<file path="config.mk">
export PLATFORM = sky130hd
export DESIGN_NAME = finish_line_detector_flat
export DESIGN_NICKNAME = d
export VERILOG_FILES = /design/src/rtl/finish_line_detector_if.sv /design/src/rtl/finish_line_detector.sv /design/src/flat_wrapper.sv
export SDC_FILE = /design/constraint.sdc
export NUM_CORES = 1
export LEC_CHECK = 0
export CORE_MARGIN = 8
export CORE_UTILIZATION = 50
export DETAILED_ROUTE_END_ITERATION = 6
export PLACE_DENSITY = 0.84
export REMOVE_ABC_BUFFERS = 1
export SLEW_MARGIN = 0
export SYNTH_ARGS = -nofsm -noshare
export SYNTH_HDL_FRONTEND = slang
export SYNTH_SLANG_ARGS = --single-unit
</file>
<file path="constraint.sdc">
create_clock -name clk -period 5.9 [get_ports clk]
set_clock_uncertainty 0.2 [all_clocks]
set_input_delay 0.59 -clock clk [delete_from_list [all_inputs] [get_ports clk]]
set_output_delay 0.59 -clock clk [all_outputs]
set_load 0.1 [all_outputs]
</file>
<file path="src/rtl/finish_line_detector_if.sv">
// Frame-rate handshake between the object-state controllers and the finish-line detector.
// The master side supplies frame pulses and descriptors; the slave side returns race status.
interface finish_line_detector_if #(
  parameter int TIME_W = 16
);
  logic              frame_start;
  logic              race_start;
  logic [0:4][0:10]  fl_state;
  logic [0:4][0:10]  car_state;
  logic              race_active;
  logic              line_touch;
  logic              race_finished;
  logic [TIME_W-1:0] finish_time;
  logic              game_over;

  modport master (
    output frame_start, race_start, fl_state, car_state,
    input  race_active, line_touch, race_finished, finish_time, game_over
  );

  modport slave (
    input  frame_start, race_start, fl_state, car_state,
    output race_active, line_touch, race_finished, finish_time, game_over
  );
endinterface

</file>
<file path="src/rtl/finish_line_detector.sv">
// Detects the player car crossing the finish line, latches the race time in frames
// and pulses game_over after a post-finish hold period.
module finish_line_detector #(
  parameter int FL_IMG_ID   = 10,
  parameter int HOLD_FRAMES = 120,
  parameter int TIME_W      = 16
) (
  input logic                    clk,
  input logic                    resetN,
  finish_line_detector_if.slave  bus
);

  localparam int HOLD_W = (HOLD_FRAMES < 2) ? 1 : $clog2(HOLD_FRAMES + 1);

  typedef enum logic [2:0] {
    WAIT_ABOVE = 3'd0,
    ARMED      = 3'd1,
    CROSSING   = 3'd2,
    FINISHED   = 3'd3,
    DONE       = 3'd4
  } state_t;

  state_t              state, state_nx;
  logic [TIME_W-1:0]   timer, timer_nx, timer_inc;
  logic [HOLD_W-1:0]   hold_cnt, hold_nx;
  logic [TIME_W-1:0]   finish_time_q, finish_time_nx;
  logic                finished_q, finished_nx;
  logic                touch_q, touch_nx;
  logic                game_over_q, game_over_nx;

  // Descriptor fields: [0]=img_id, [1]=x, [2]=y, [3]=w, [4]=h. y grows downward.
  logic [11:0] fl_y, fl_bot, car_y, car_bot;
  logic        fl_valid, above, overlap, past;

  assign fl_y     = {1'b0, bus.fl_state[2]};
  assign fl_bot   = fl_y + {1'b0, bus.fl_state[4]};
  assign car_y    = {1'b0, bus.car_state[2]};
  assign car_bot  = car_y + {1'b0, bus.car_state[4]};
  assign fl_valid = (bus.fl_state[0] == 11'(FL_IMG_ID));

  assign above   = fl_valid && (fl_bot <= car_y);
  assign overlap = fl_valid && (fl_bot > car_y) && (fl_y < car_bot);
  assign past    = fl_valid && (fl_y >= car_bot);

  assign timer_inc = (timer == {TIME_W{1'b1}}) ? timer : timer + TIME_W'(1);

  // NOTE: every always_comb output gets a default first so no path leaves it unassigned (no latch).
  always_comb begin
    state_nx       = state;
    timer_nx       = timer;
    hold_nx        = hold_cnt;
    finish_time_nx = finish_time_q;
    finished_nx    = finished_q;
    touch_nx       = touch_q;
    game_over_nx   = 1'b0;

    if (bus.race_start) begin
      state_nx       = WAIT_ABOVE;
      timer_nx       = '0;
      hold_nx        = '0;
      finish_time_nx = '0;
      finished_nx    = 1'b0;
      touch_nx       = 1'b0;
    end else if (bus.frame_start) begin
      if (state != DONE) touch_nx = overlap;

      case (state)
        // The parked line sits below the screen, so past must not count before arming.
        WAIT_ABOVE: if (above) state_nx = ARMED;
        ARMED, CROSSING: begin
          timer_nx = timer_inc;
          if (past) begin
            state_nx       = FINISHED;
            finish_time_nx = timer_inc;
            finished_nx    = 1'b1;
            hold_nx        = '0;
          end else if (state == ARMED && overlap) begin
            state_nx = CROSSING;
          end else if (state == CROSSING && above) begin
            state_nx = ARMED;
          end
        end
        FINISHED: begin
          if (int'(hold_cnt) + 1 >= HOLD_FRAMES) begin
            state_nx     = DONE;
            game_over_nx = 1'b1;
          end else begin
            hold_nx = hold_cnt + HOLD_W'(1);
          end
        end
        DONE:    ;
        default: state_nx = WAIT_ABOVE;
      endcase
    end
  end

  // NOTE: sequential state uses non-blocking assignments so every register samples pre-edge values.
  // NOTE: the asynchronous reset clears all control state at once, independent of the clock.
  always_ff @(posedge clk or negedge resetN) begin
    if (!resetN) begin
      state         <= WAIT_ABOVE;
      timer         <= '0;
      hold_cnt      <= '0;
      finish_time_q <= '0;
      finished_q    <= 1'b0;
      touch_q       <= 1'b0;
      game_over_q   <= 1'b0;
    end else begin
      state         <= state_nx;
      timer         <= timer_nx;
      hold_cnt      <= hold_nx;
      finish_time_q <= finish_time_nx;
      finished_q    <= finished_nx;
      touch_q       <= touch_nx;
      game_over_q   <= game_over_nx;
    end
  end

  assign bus.race_active   = (state == ARMED) || (state == CROSSING);
  assign bus.line_touch    = touch_q;
  assign bus.race_finished = finished_q;
  assign bus.finish_time   = finish_time_q;
  assign bus.game_over     = game_over_q;

endmodule

</file>
<file path="src/flat_wrapper.sv">
// flat-port wrapper written by rule: the top's interface ports become plain ports
module finish_line_detector_flat 
#(
  parameter int FL_IMG_ID   = 10,
  parameter int HOLD_FRAMES = 120,
  parameter int TIME_W      = 16
)
  (clk, resetN, bus_frame_start, bus_race_start, bus_fl_state, bus_car_state, bus_race_active, bus_line_touch, bus_race_finished, bus_finish_time, bus_game_over);
  finish_line_detector_if #(.TIME_W(TIME_W)) bus_i ();
  input logic clk;
  input logic resetN;
  input wire logic [$bits(bus_i.frame_start)-1:0] bus_frame_start;
  input wire logic [$bits(bus_i.race_start)-1:0] bus_race_start;
  input wire logic [$bits(bus_i.fl_state)-1:0] bus_fl_state;
  input wire logic [$bits(bus_i.car_state)-1:0] bus_car_state;
  output wire logic [$bits(bus_i.race_active)-1:0] bus_race_active;
  output wire logic [$bits(bus_i.line_touch)-1:0] bus_line_touch;
  output wire logic [$bits(bus_i.race_finished)-1:0] bus_race_finished;
  output wire logic [$bits(bus_i.finish_time)-1:0] bus_finish_time;
  output wire logic [$bits(bus_i.game_over)-1:0] bus_game_over;
  assign bus_i.frame_start = bus_frame_start;
  assign bus_i.race_start = bus_race_start;
  assign bus_i.fl_state = bus_fl_state;
  assign bus_i.car_state = bus_car_state;
  assign bus_race_active = bus_i.race_active;
  assign bus_line_touch = bus_i.line_touch;
  assign bus_race_finished = bus_i.race_finished;
  assign bus_finish_time = bus_i.finish_time;
  assign bus_game_over = bus_i.game_over;
  finish_line_detector #(.FL_IMG_ID(FL_IMG_ID), .HOLD_FRAMES(HOLD_FRAMES), .TIME_W(TIME_W)) u_core (.clk(clk), .resetN(resetN), .bus(bus_i));
endmodule
</file>
Word-level counts from Yosys, hierarchy flattened
Cells that the tools add are included.
{ "op_classes": {"magnitude_cmp": 5, "reduce_logical": 19, "muxes": 32, "n_addsub": 5, "eq_ne": 13} }
{ "op_table": {"columns": ["operator", "count"], "rows": [
  ["16-bit 2-to-1 mux", 8],
  ["32-bit by 8-bit greater-or-equal comparator with 1-bit output, second input constant", 1],
  ["7-bit 2-to-1 mux", 4],
  ["11-bit by 11-bit adder with 12-bit output", 2],
  ["3-bit 2-to-1 mux", 7],
  ["16-bit by 1-bit adder with 16-bit output, second input constant", 1],
  ["16-bit equality test, second input constant", 1],
  ["7-bit case mux with 2 select lines", 1],
  ["11-bit by 12-bit greater-or-equal comparator with 1-bit output", 1],
  ["12-bit by 11-bit > comparator with 1-bit output", 1],
  ["12-bit by 11-bit less-or-equal comparator with 1-bit output", 1],
  ["11-bit by 12-bit < comparator with 1-bit output", 1],
  ["3-bit case mux with 4 select lines", 1],
  ["11-bit by 4-bit equality test with 1-bit output, second input constant", 1],
  ["1-bit 2-to-1 mux", 11],
  ["3-bit by 2-bit inequality test with 1-bit output, second input constant", 3],
  ["7-bit by 1-bit adder with 8-bit output, second input constant", 1],
  ["2-bit nonzero test", 4],
  ["7-bit by 1-bit adder with 7-bit output, second input constant", 1],
  ["3-bit by 2-bit equality test with 1-bit output, second input constant", 2],
  ["1-bit logical AND", 6],
  ["3-bit inequality test, second input constant", 2],
  ["5-bit by 2-bit inequality test with 1-bit output, second input constant", 1],
  ["5-bit AND reduction", 1],
  ["10 further kinds", 11]
]} }
{ "word_totals": {"in_bits": 114, "elab_cells": 81, "out_inout_bits": 20, "register_bits": 45} }

Logic depth before layout (Yosys ltp)
{ "logic_depth": {"depth_word": 10, "ltp_mapped": 20, "depth_no_buf": 19} }

Worst setup path before layout
No wires, ideal clock.
{ "synth_timing": {"path_type": "input-to-reg", "from": "in bus_fl_state[0]", "to": "reg u_core.state[0]", "n_path_buf": 0, "setup_ns": 0.095, "setup_slack_ns": 1.647, "cell_stages": 17, "arrival_time_ns": 3.958, "required_time_ns": 5.605, "cell_sequence": "ha_1 fa_1 a21o_1 a21oi_1 o21bai_1 a21oi_1 o21ai_0 xor2_1 ha_1 a21oi_1 nand2_1 a2111oi_0 a221oi_1 o32ai_1 nor3_1 a311o_1 o31ai_1"} }
{ "synth_via": {"elab_chain_len": 10, "elab_cells_between_ends": 16, "classes_between": "add/sub (1); order compare (2); eq/ne (2); mux (5); reduce/logical (6)"} }
{ "synth_rtl": {"columns": ["element", "line_no", "text"], "rows": [
  ["from (decl)", "flat_wrapper.sv:14", "input wire logic [$bits(bus_i.fl_state)-1:0] bus_fl_state;"],
  ["11-bit by 11-bit adder with 12-bit output (*)", "finish_line_detector.sv:36", "assign fl_bot = fl_y + {1'b0, bus.fl_state[4]};"],
  ["12-bit by 11-bit > comparator with 1-bit output", "finish_line_detector.sv:42", "assign overlap = fl_valid && (fl_bot > car_y) && (fl_y < car_bot);"],
  ["1-bit logical AND (2 in series)", "finish_line_detector.sv:42", null],
  ["1-bit logical AND", "finish_line_detector.sv:77", "end else if (state == ARMED && overlap) begin"],
  ["3-bit 2-to-1 mux", "finish_line_detector.sv:77", null],
  ["3-bit 2-to-1 mux", "finish_line_detector.sv:72", "if (past) begin"],
  ["3-bit case mux with 4 select lines", "finish_line_detector.sv:67", "case (state)"],
  ["3-bit 2-to-1 mux", "finish_line_detector.sv:64", "end else if (bus.frame_start) begin"],
  ["3-bit 2-to-1 mux", "finish_line_detector.sv:57", "if (bus.race_start) begin"],
  ["to (signal assigned)", "finish_line_detector.sv:109", "state <= state_nx;"],
  ["to (decl)", "finish_line_detector.sv:23", "state_t state, state_nx;"]
]} }
Every way passes the cells marked *; elsewhere a longest branch is shown, timed or not. The select of a mux whose other input is x is not followed.
A chain may end at the register's enable or synchronous reset.

Worst setup path in the final report
{ "layout_timing": {"from": "in bus_fl_state[22]", "to": "reg u_core.state[0]"} }
{ "layout_via": {"elab_chain_len": 10, "elab_cells_between_ends": 19, "classes_between": "add/sub (1); order compare (4); eq/ne (2); mux (5); reduce/logical (7)"} }
{ "layout_rtl": {"columns": ["element", "line_no"], "rows": [
  ["11-bit by 11-bit adder with 12-bit output", "finish_line_detector.sv:36"],
  ["12-bit by 11-bit > comparator with 1-bit output", "finish_line_detector.sv:42"],
  ["1-bit logical AND (2 in series)", "finish_line_detector.sv:42"],
  ["1-bit logical AND", "finish_line_detector.sv:77"],
  ["3-bit 2-to-1 mux", "finish_line_detector.sv:77"],
  ["3-bit 2-to-1 mux", "finish_line_detector.sv:72"],
  ["3-bit case mux with 4 select lines", "finish_line_detector.sv:67"],
  ["3-bit 2-to-1 mux", "finish_line_detector.sv:64"],
  ["3-bit 2-to-1 mux", "finish_line_detector.sv:57"]
]} }
Parallel ways exist; a longest one is shown, timed or not. The select of a mux whose other input is x is not followed.

==> impl_metrics.env <==
export IMPL_status="complete, no violations"
export IMPL_htreeDepth=2
export IMPL_ys_ff_latch=45
export IMPL_finalHoldViolCount=0
export IMPL_hold_path_class="primary input to asynchronous set/reset pin"
export IMPL_ioPinCount=134
export IMPL_clockBufferDepth=2
export IMPL_yosysSeqAreaShare=0.291
export IMPL_cts_buffers=5
export IMPL_slew_headroom=0.318
export IMPL_portBuffers=78
export IMPL_first_pass_iters=5
export IMPL_cts_sinks=45
export IMPL_yosysMostFrequentCell="ha_1"
export IMPL_cts_resized=0
export IMPL_drive_gt1_frac=0.0428
export IMPL_maxCapViolations=0
export IMPL_diodes=0
export IMPL_core_sq_um=7610
export IMPL_fmax_mhz=201
export IMPL_worstPathArrival_ns=5.00
export IMPL_tns_ns=0
export IMPL_peakVddDrop_mv=0.166
export IMPL_dp_hpwl_um=8180
export IMPL_grt_pass1_vias=3740
export IMPL_worst_skew_pair_late_latency_ns=0.30
export IMPL_ys_async_sr_fraction=1.00
export IMPL_cts_root_buf="clkbuf_8"
export IMPL_synth_largest_area_cell="dfrtp_1"
export IMPL_synth_edf_count=0
export IMPL_timing_rr_start="u_core.hold_cnt[0]$_DFFE_PN0P_"
export IMPL_drtIter0Drc=226
export IMPL_synth_area_leaders="dfrtp_1 29%, ha_1 15%, o21ai_0 4.9%, nor2_1 4.4%, nand2_1 4.3%"
export IMPL_rr_endpoint="u_core.timer[13]$_DFFE_PN0P_"
export IMPL_yosys_area_top_type_share=0.291
export IMPL_setup_viol=0
export IMPL_wl_per_cell_um=16.1
export IMPL_via_per_inst=5.79
export IMPL_cts_setup_buffers=0
export IMPL_clk_pin_slew_ns=0.09
export IMPL_totalWireLength_um=10300
export IMPL_synth_area_sq_um=3870
export IMPL_crit_type="primary input to flop"
export IMPL_cp_required_ns=5.91
export IMPL_synth_warnings=0
export IMPL_grt_max_degree=46
export IMPL_cts_hold_buf=0
export IMPL_overflow=0
export IMPL_syn_inst=457
export IMPL_grt_total_usage=0.187
export IMPL_avgSynthCellArea_sq_um=8.47
export IMPL_startpoint_type="primary input"
export IMPL_die_area_sq_um=10800
export IMPL_synth_cell_types=60
export IMPL_drtAntennaViolNets=0
export IMPL_fin_nets=699
export IMPL_reg2reg_slack_ns=3.09
export IMPL_cts_tree="built"
export IMPL_slew_viol_final=0
export IMPL_initial_core_util=0.509
export IMPL_finalPower_uw=808
export IMPL_worstMarginPinSlew_ns=1.02
export IMPL_powerDensity_nw_per_um2=166
export IMPL_cellLeakagePower_uw=0.00214
export IMPL_pre_cts_ws_ns=0.666
export IMPL_chipHeight_um=104
export IMPL_reg2regPathDepth=9
export IMPL_via_count=3699
export IMPL_ys_top_cells_by_count="47 x ha_1, 45 x dfrtp_1, 45 x nor2_1"
export IMPL_setup_ws_ns=0.915
export IMPL_post_route_period_util=0.845
export IMPL_cp_max_fo=3
export IMPL_final_design_area_no_fill_sq_um=4860
export IMPL_rsz0062_at_grt="false"
export IMPL_grt_pass1_wl_um=17300
export IMPL_placed_area_sq_um=4760
export IMPL_fp_dieW_um=104
export IMPL_rows=32
export IMPL_place_congestion=0.900
export IMPL_grt_antenna_before_repair=0
export IMPL_drc=0
export IMPL_period_minus_slack_ns=4.98
export IMPL_cp_end_kind="flop"
export IMPL_synth_ff_type="dfrtp_1"
export IMPL_area_growth_pct=25.6
-- logic make-up after synthesis --
kind of cell / after synthesis / synth area share
AND/OR/NAND/NOR: 160 / 0.202
AO/OA/AOI/OAI: 129 / 0.224
adder cells (fa/ha/maj): 49 / 0.162
flip-flops: 45 / 0.291
buffers and inverters: 38 / 0.0372
XOR/XNOR: 29 / 0.0656
multiplexers: 7 / 0.0184
-- metrics by stage --
| stage | util | hold slack [ns] | cells |
|---|---|---|---|
| 4_1_cts | 0.639 | 0.280 | 639 |
| 5_1_grt | 0.639 | 0.321 | 639 |
| 6_report | 0.639 | 0.241 | 639 |
| 3_5_place_dp | 0.625 | 0.272 | 631 |
| 2_1_floorplan | - | 0.0944 | 449 |
| 3_3_place_gp | 0.625 | 0.269 | 631 |
-- report_power, final --
group | internal, uW | switching (uW) | total, uW | leakage (uW)
Combinational | 127 | 147 | 274 | 0.00146
Sequential | 310 | 3.66 | 314 | 0.000627
Clock | 108 | 112 | 220 | 0.0000549
-- area by class of cell --
type,instances,area [sq um]
timing repair buffer,80,791
multi-input combinational,374,2600
fill,616,2740
sequential,45,1130
inverter,30,113
clock inverter,1,8.76
tap,102,128
clock buffer,7,96.3
-- critical path, stage by stage --
cell and delay [ns]:
clkdlybuf4s50_1 0.44, ha_1 0.22, fa_1 0.41, a21o_1 0.18, a21oi_1 0.22, o21bai_1 0.09, a21oi_1 0.22, o21ai_0 0.24
xor2_1 0.20, ha_1 0.34, a21oi_1 0.16, nand2_1 0.07, a2111oi_0 0.43, a221oi_1 0.17, o211ai_1 0.35, inv_1 0.13
a311o_1 0.37, o31ai_1 0.18
-- sequential cells by signal, indices dropped and copies added (netlist names) --
| register | flops |
|---|---|
| u_core.bus.race_finished | 1 |
| u_core.state | 3 |
| u_core.bus.finish_time | 16 |
| u_core.timer | 16 |
| u_core.bus.game_over | 1 |
| u_core.hold_cnt | 7 |
| u_core.bus.line_touch | 1 |
-- layer usage --
layer | track usage | up-vias | routed length [um]
li1 | - | 1820 | -
met1 | 0.242 | 1759 | 4880
met2 | 0.315 | 107 | 4790
met3 | 0.0297 | 13 | 461
met4 | 0.0476 | 0 | 129
met5 | 0 | - | 0
-- placed cells by master, fill, tap and decap left out, drive strengths merged, types with 6 or more instances in the layout --
cell type and n:
a21o 8, ha 47, o21ai 39, and3 7, nand3 13, nor3 13, nor2 46, and2 6
o31ai 7, a21oi 31, clkbuf 7, mux2i 6, nand2 44, xor2 12, clkdlybuf4s50 77, inv 31
dfrtp 45, a211oi 11, xnor2 17, nand4 6
-- how the worst max path moves through the flow --
| stage | startpoint | endpoint | cells after the start | slack [ns] |
|---|---|---|---|---|
| 2_1_floorplan | bus_fl_state[0] | u_core.state[0]$_DFFE_PN0P_ | 17 | 1.65 |
| 3_3_place_gp | bus_car_state[22] | u_core.hold_cnt[6]$_DFFE_PN0P_ | 20 | 0.81 |
| 3_5_place_dp | bus_fl_state[22] | u_core.state[0]$_DFFE_PN0P_ | 18 | 0.67 |
| 4_1_cts | bus_fl_state[22] | u_core.state[0]$_DFFE_PN0P_ | 18 | 0.97 |
| 5_1_grt | bus_fl_state[22] | u_core.state[0]$_DFFE_PN0P_ | 18 | 0.67 |
| 6_report | bus_fl_state[22] | u_core.state[0]$_DFFE_PN0P_ | 18 | 0.92 |
Note: power is estimated with default switching activity, not from simulation.
==> RTL edit 1, RTL diff (same settings) <==
`TIME_W` is set to 16 in 3 places; all go to 32.
--- a/src/rtl/finish_line_detector_if.sv
+++ b/src/rtl/finish_line_detector_if.sv
@@ -2,5 +2,5 @@
 // The master side supplies frame pulses and descriptors; the slave side returns race status.
 interface finish_line_detector_if #(
-  parameter int TIME_W = 16
+  parameter int TIME_W = 32
 );
   logic              frame_start;
--- a/src/rtl/finish_line_detector.sv
+++ b/src/rtl/finish_line_detector.sv
@@ -4,5 +4,5 @@
   parameter int FL_IMG_ID   = 10,
   parameter int HOLD_FRAMES = 120,
-  parameter int TIME_W      = 16
+  parameter int TIME_W      = 32
 ) (
   input logic                    clk,
--- a/src/flat_wrapper.sv
+++ b/src/flat_wrapper.sv
@@ -4,5 +4,5 @@
   parameter int FL_IMG_ID   = 10,
   parameter int HOLD_FRAMES = 120,
-  parameter int TIME_W      = 16
+  parameter int TIME_W      = 32
 )
   (clk, resetN, bus_frame_start, bus_race_start, bus_fl_state, bus_car_state, bus_race_active, bus_line_touch, bus_race_finished, bus_finish_time, bus_game_over);
Interface: changed (resized bus_finish_time); port bits go from 134 to 150. The function was not compared with the original's and may differ.
==> RTL edit 1 against the unedited design <==
- synthesized area is 50% higher
- final area is 47% higher
- sequential power is 68% higher
- sequential cell count is 32 higher
- power is 76% higher
- first-iteration DRC count is 48% higher
- routed wire length is 41% higher
- worst setup slack worse by 110 ps
- synthesized cell count is 46% higher
- combinational power is 6% lower
==> RTL edit 1: results <==
group,metric,value,unit
routing,routed_via_density,5.93,
yosys,synth_compound_area_share,18.5,%
setup_path,path_max_fanout,22,
setup_path,ff2ff_path_depth,7,
power,seq_power_share,37.3,%
finish,final_cells,897,
finish,fin_nets,912,
clocking,numCtsBuffers,9,
place,placed_area,6820,um2
grt,grt_use_met3,4.17,%
yosys,synth-xor-area-share,10.1,%
grt,grt_usage,19.3,%
setup_path,crit_arrival,5090,ps
sta,relSlewSlack,31.8,%
finish,drive_gt1_share,5.04,%
place,place_inst,881,
run_status,status,"complete, no violations",
setup_path,startpoint,"bus_car_state[25]",
place,dp_slack,486,ps
yosys,synth_top_cells_by_count,"nor2_1, dfrtp_1, ha_1",
finish,fillCellCount,950,
sta,hold_ws,217,ps
routing,first_pass_iters,4,
place,place.gp.congestion,0.875,
setup_path,reg2reg_slack,2670,ps
routing,met3WireLength,943,um
yosys,ys_seq_area_share,33.3,%
clocking,clk_latency,340,ps
grt,use_met2,33.9,%
yosys,ys_types,65,
yosys,syn_area_per_cell,8.71,um2
yosys,synthAdderAreaFrac,10.8,%
grt,grt_max_degree,78,
routing,wl_per_cell,16.1,um
routing,drtIter0Drc,335,
power,ir_worst_vdd,0.212,mV
-- RTL edit 1: changes by cell type in the layout (fill, tap and decap cells not counted), sizes merged, moves of 15 or more --
| cell | unedited run | this run |
|---|---|---|
| a211oi | 11 | 28 |
| clkdlybuf4s50 | 77 | 92 |
| dfrtp | 45 | 77 |
| nand3 | 13 | 30 |
| nor2 | 46 | 89 |
| o21ai | 39 | 23 |
| xnor2 | 17 | 44 |
-- RTL edit 1: layout make-up --
class	instances	area [um2]	area share, %
clock buffers	10	229	3.20
clock inverters	6	111	1.55
inverters	32	120	1.68
multi-input cells	532	3640	50.8
flip-flops and latches	77	1930	26.9
well taps	143	179	2.50
repair buffers	97	956	13.3
-- RTL edit 1: worst max-delay path, stage by stage --
cell and delay (ps):
clkdlybuf4s50_1 450, ha_1 350, a21o_1 200, a21oi_1 230, a21boi_0 130, o21a_1 210, o21ai_0 250, nor4b_1 340
a311oi_1 110, ha_1 360, nand4_1 170, a31o_2 290, a2111oi_4 570, and2_1 260, buf_4 290, mux2i_1 220
nor2_1 60
==> RTL edit 2, RTL diff (same settings) <==
Made on the original files. Reset style: synchronous (`resetN`), changed in one clocked block. Comments in the files are not updated.
--- a/src/rtl/finish_line_detector.sv
+++ b/src/rtl/finish_line_detector.sv
@@ -97,5 +97,5 @@
   // NOTE: sequential state uses non-blocking assignments so every register samples pre-edge values.
   // NOTE: the asynchronous reset clears all control state at once, independent of the clock.
-  always_ff @(posedge clk or negedge resetN) begin
+  always_ff @(posedge clk) begin
     if (!resetN) begin
       state         <= WAIT_ABOVE;
Function: differs if resetN is asserted again (counterexample within 4 cycles, from zero or initial values and one cycle with resetN low); with resetN held inactive, the same outputs for 10 cycles.
==> RTL edit 2 against the unedited design <==
- synthesized area shrank 1.3%
- routed wire length shrank 5.8%
- combinational power shrank 11%
- final area shrank 3.0%
- power shrank 8.0%
- worst setup slack lost 52 ps
- register-to-register slack gained 170 ps
- sequential cell count is the same
- largest cell class unchanged
==> RTL edit 2: results <==
group,metric,value,unit
run_status,status,"complete, no violations",
setup_path,critical-path-max-stage-delay,490,ps
setup_path,ff2ff_path_depth,8,
sta,fmax,199,MHz
yosys,synth_top_flop_cell,"dfxtp_1",
yosys,ys_seq_area_share,23.6,%
power,switching_share,30.7,%
place,dp_slack,606,ps
place,place.gp.congestion,0.827,
setup_path,crit_end,"u_core.hold_cnt[6]$_SDFFE_PP0P_",
setup_path,reg2reg_to,"u_core.bus.finish_time[7]$_SDFFE_PP0P_",
routing,routed_via_density,5.64,
setup_path,startpoint,"bus_car_state[22]",
yosys,synth_compound_area_share,22.7,%
grt,grt_max_degree,39,
sta,hold_ws,256,ps
routing,met1Wirelength,4.06,mm
finish,fillCellCount,674,
yosys,synth_top_cells_by_count,"nand2_1, a21oi_1, ha_1",
floorplan,start_util,50.5,%
routing,dr_wl_met2,4.94,mm
power,leakagePower,1.96,nW
yosys,synthAdderAreaFrac,16.4,%
routing,met3WireLength,492,um
yosys,synth-xor-area-share,7.10,%
grt,grt_pass1_vias,3631,
setup_path,crit_arrival,4990,ps
min_path,holdCritPathClass,"reg2reg",
yosys,yosys-mux-area-fraction,1.31,%
setup_path,reg2reg_slack,3260,ps
grt,grt_pass1_wl,16.1,mm
routing,drtIter0Drc,157,
setup_path,path_max_fanout,7,
==> RTL edit 2: tightest hold or removal path, delay by kind of cell (launching register included) <==
kind | cells | cell delay (ps)
AO/OA/AOI/OAI | 1 | 50
AND/OR/NAND/NOR | 1 | 50
flip-flops | 1 | 320
==> RTL edit 2: layer usage <==
layer / vias up / global-route usage, %
met5: - / 0
met4: 0 / 5.90
met3: 16 / 3.28
met2: 95 / 34.4
met1: 1716 / 20.9
li1: 1865 / -
==> RTL edit 2: power by group through the flow <==
stage	clock, mW	sequential [mW]	combinational, mW
6_report	0.196	0.303	0.244
2_1_floorplan	0	0.311	0.155
3_5_place_dp	0	0.311	0.240
4_1_cts	0.199	0.303	0.242
3_3_place_gp	0	0.311	0.229
5_1_grt	0.211	0.303	0.271
==> RTL edit 2: layout make-up <==
class / count / area, um2 / share of cell area [%]
flip-flops and latches: 45 / 901 / 19.1
inverters: 34 / 128 / 2.70
repair buffers: 79 / 788 / 16.7
well taps: 102 / 128 / 2.70
clock inverters: 1 / 7.51 / 0.159
multi-input cells: 388 / 2690 / 56.9
clock buffers: 6 / 82.6 / 1.75
==> RTL edit 2: kinds of logic after synthesis <==
family | Yosys count
AND/OR/NAND/NOR | 167
AO/OA/AOI/OAI | 136
buffers and inverters | 49
adder cells (fa/ha/maj) | 49
flip-flops | 45
XOR/XNOR | 31
multiplexers | 5
==> RTL edit 2: stage by stage <==
step / instance area [um2] / std cells
floorplan: 3710 / 467
global placement: 4630 / 648
detailed placement: 4630 / 648
CTS: 4720 / 655
global route: 4720 / 655
finish: 4720 / 655
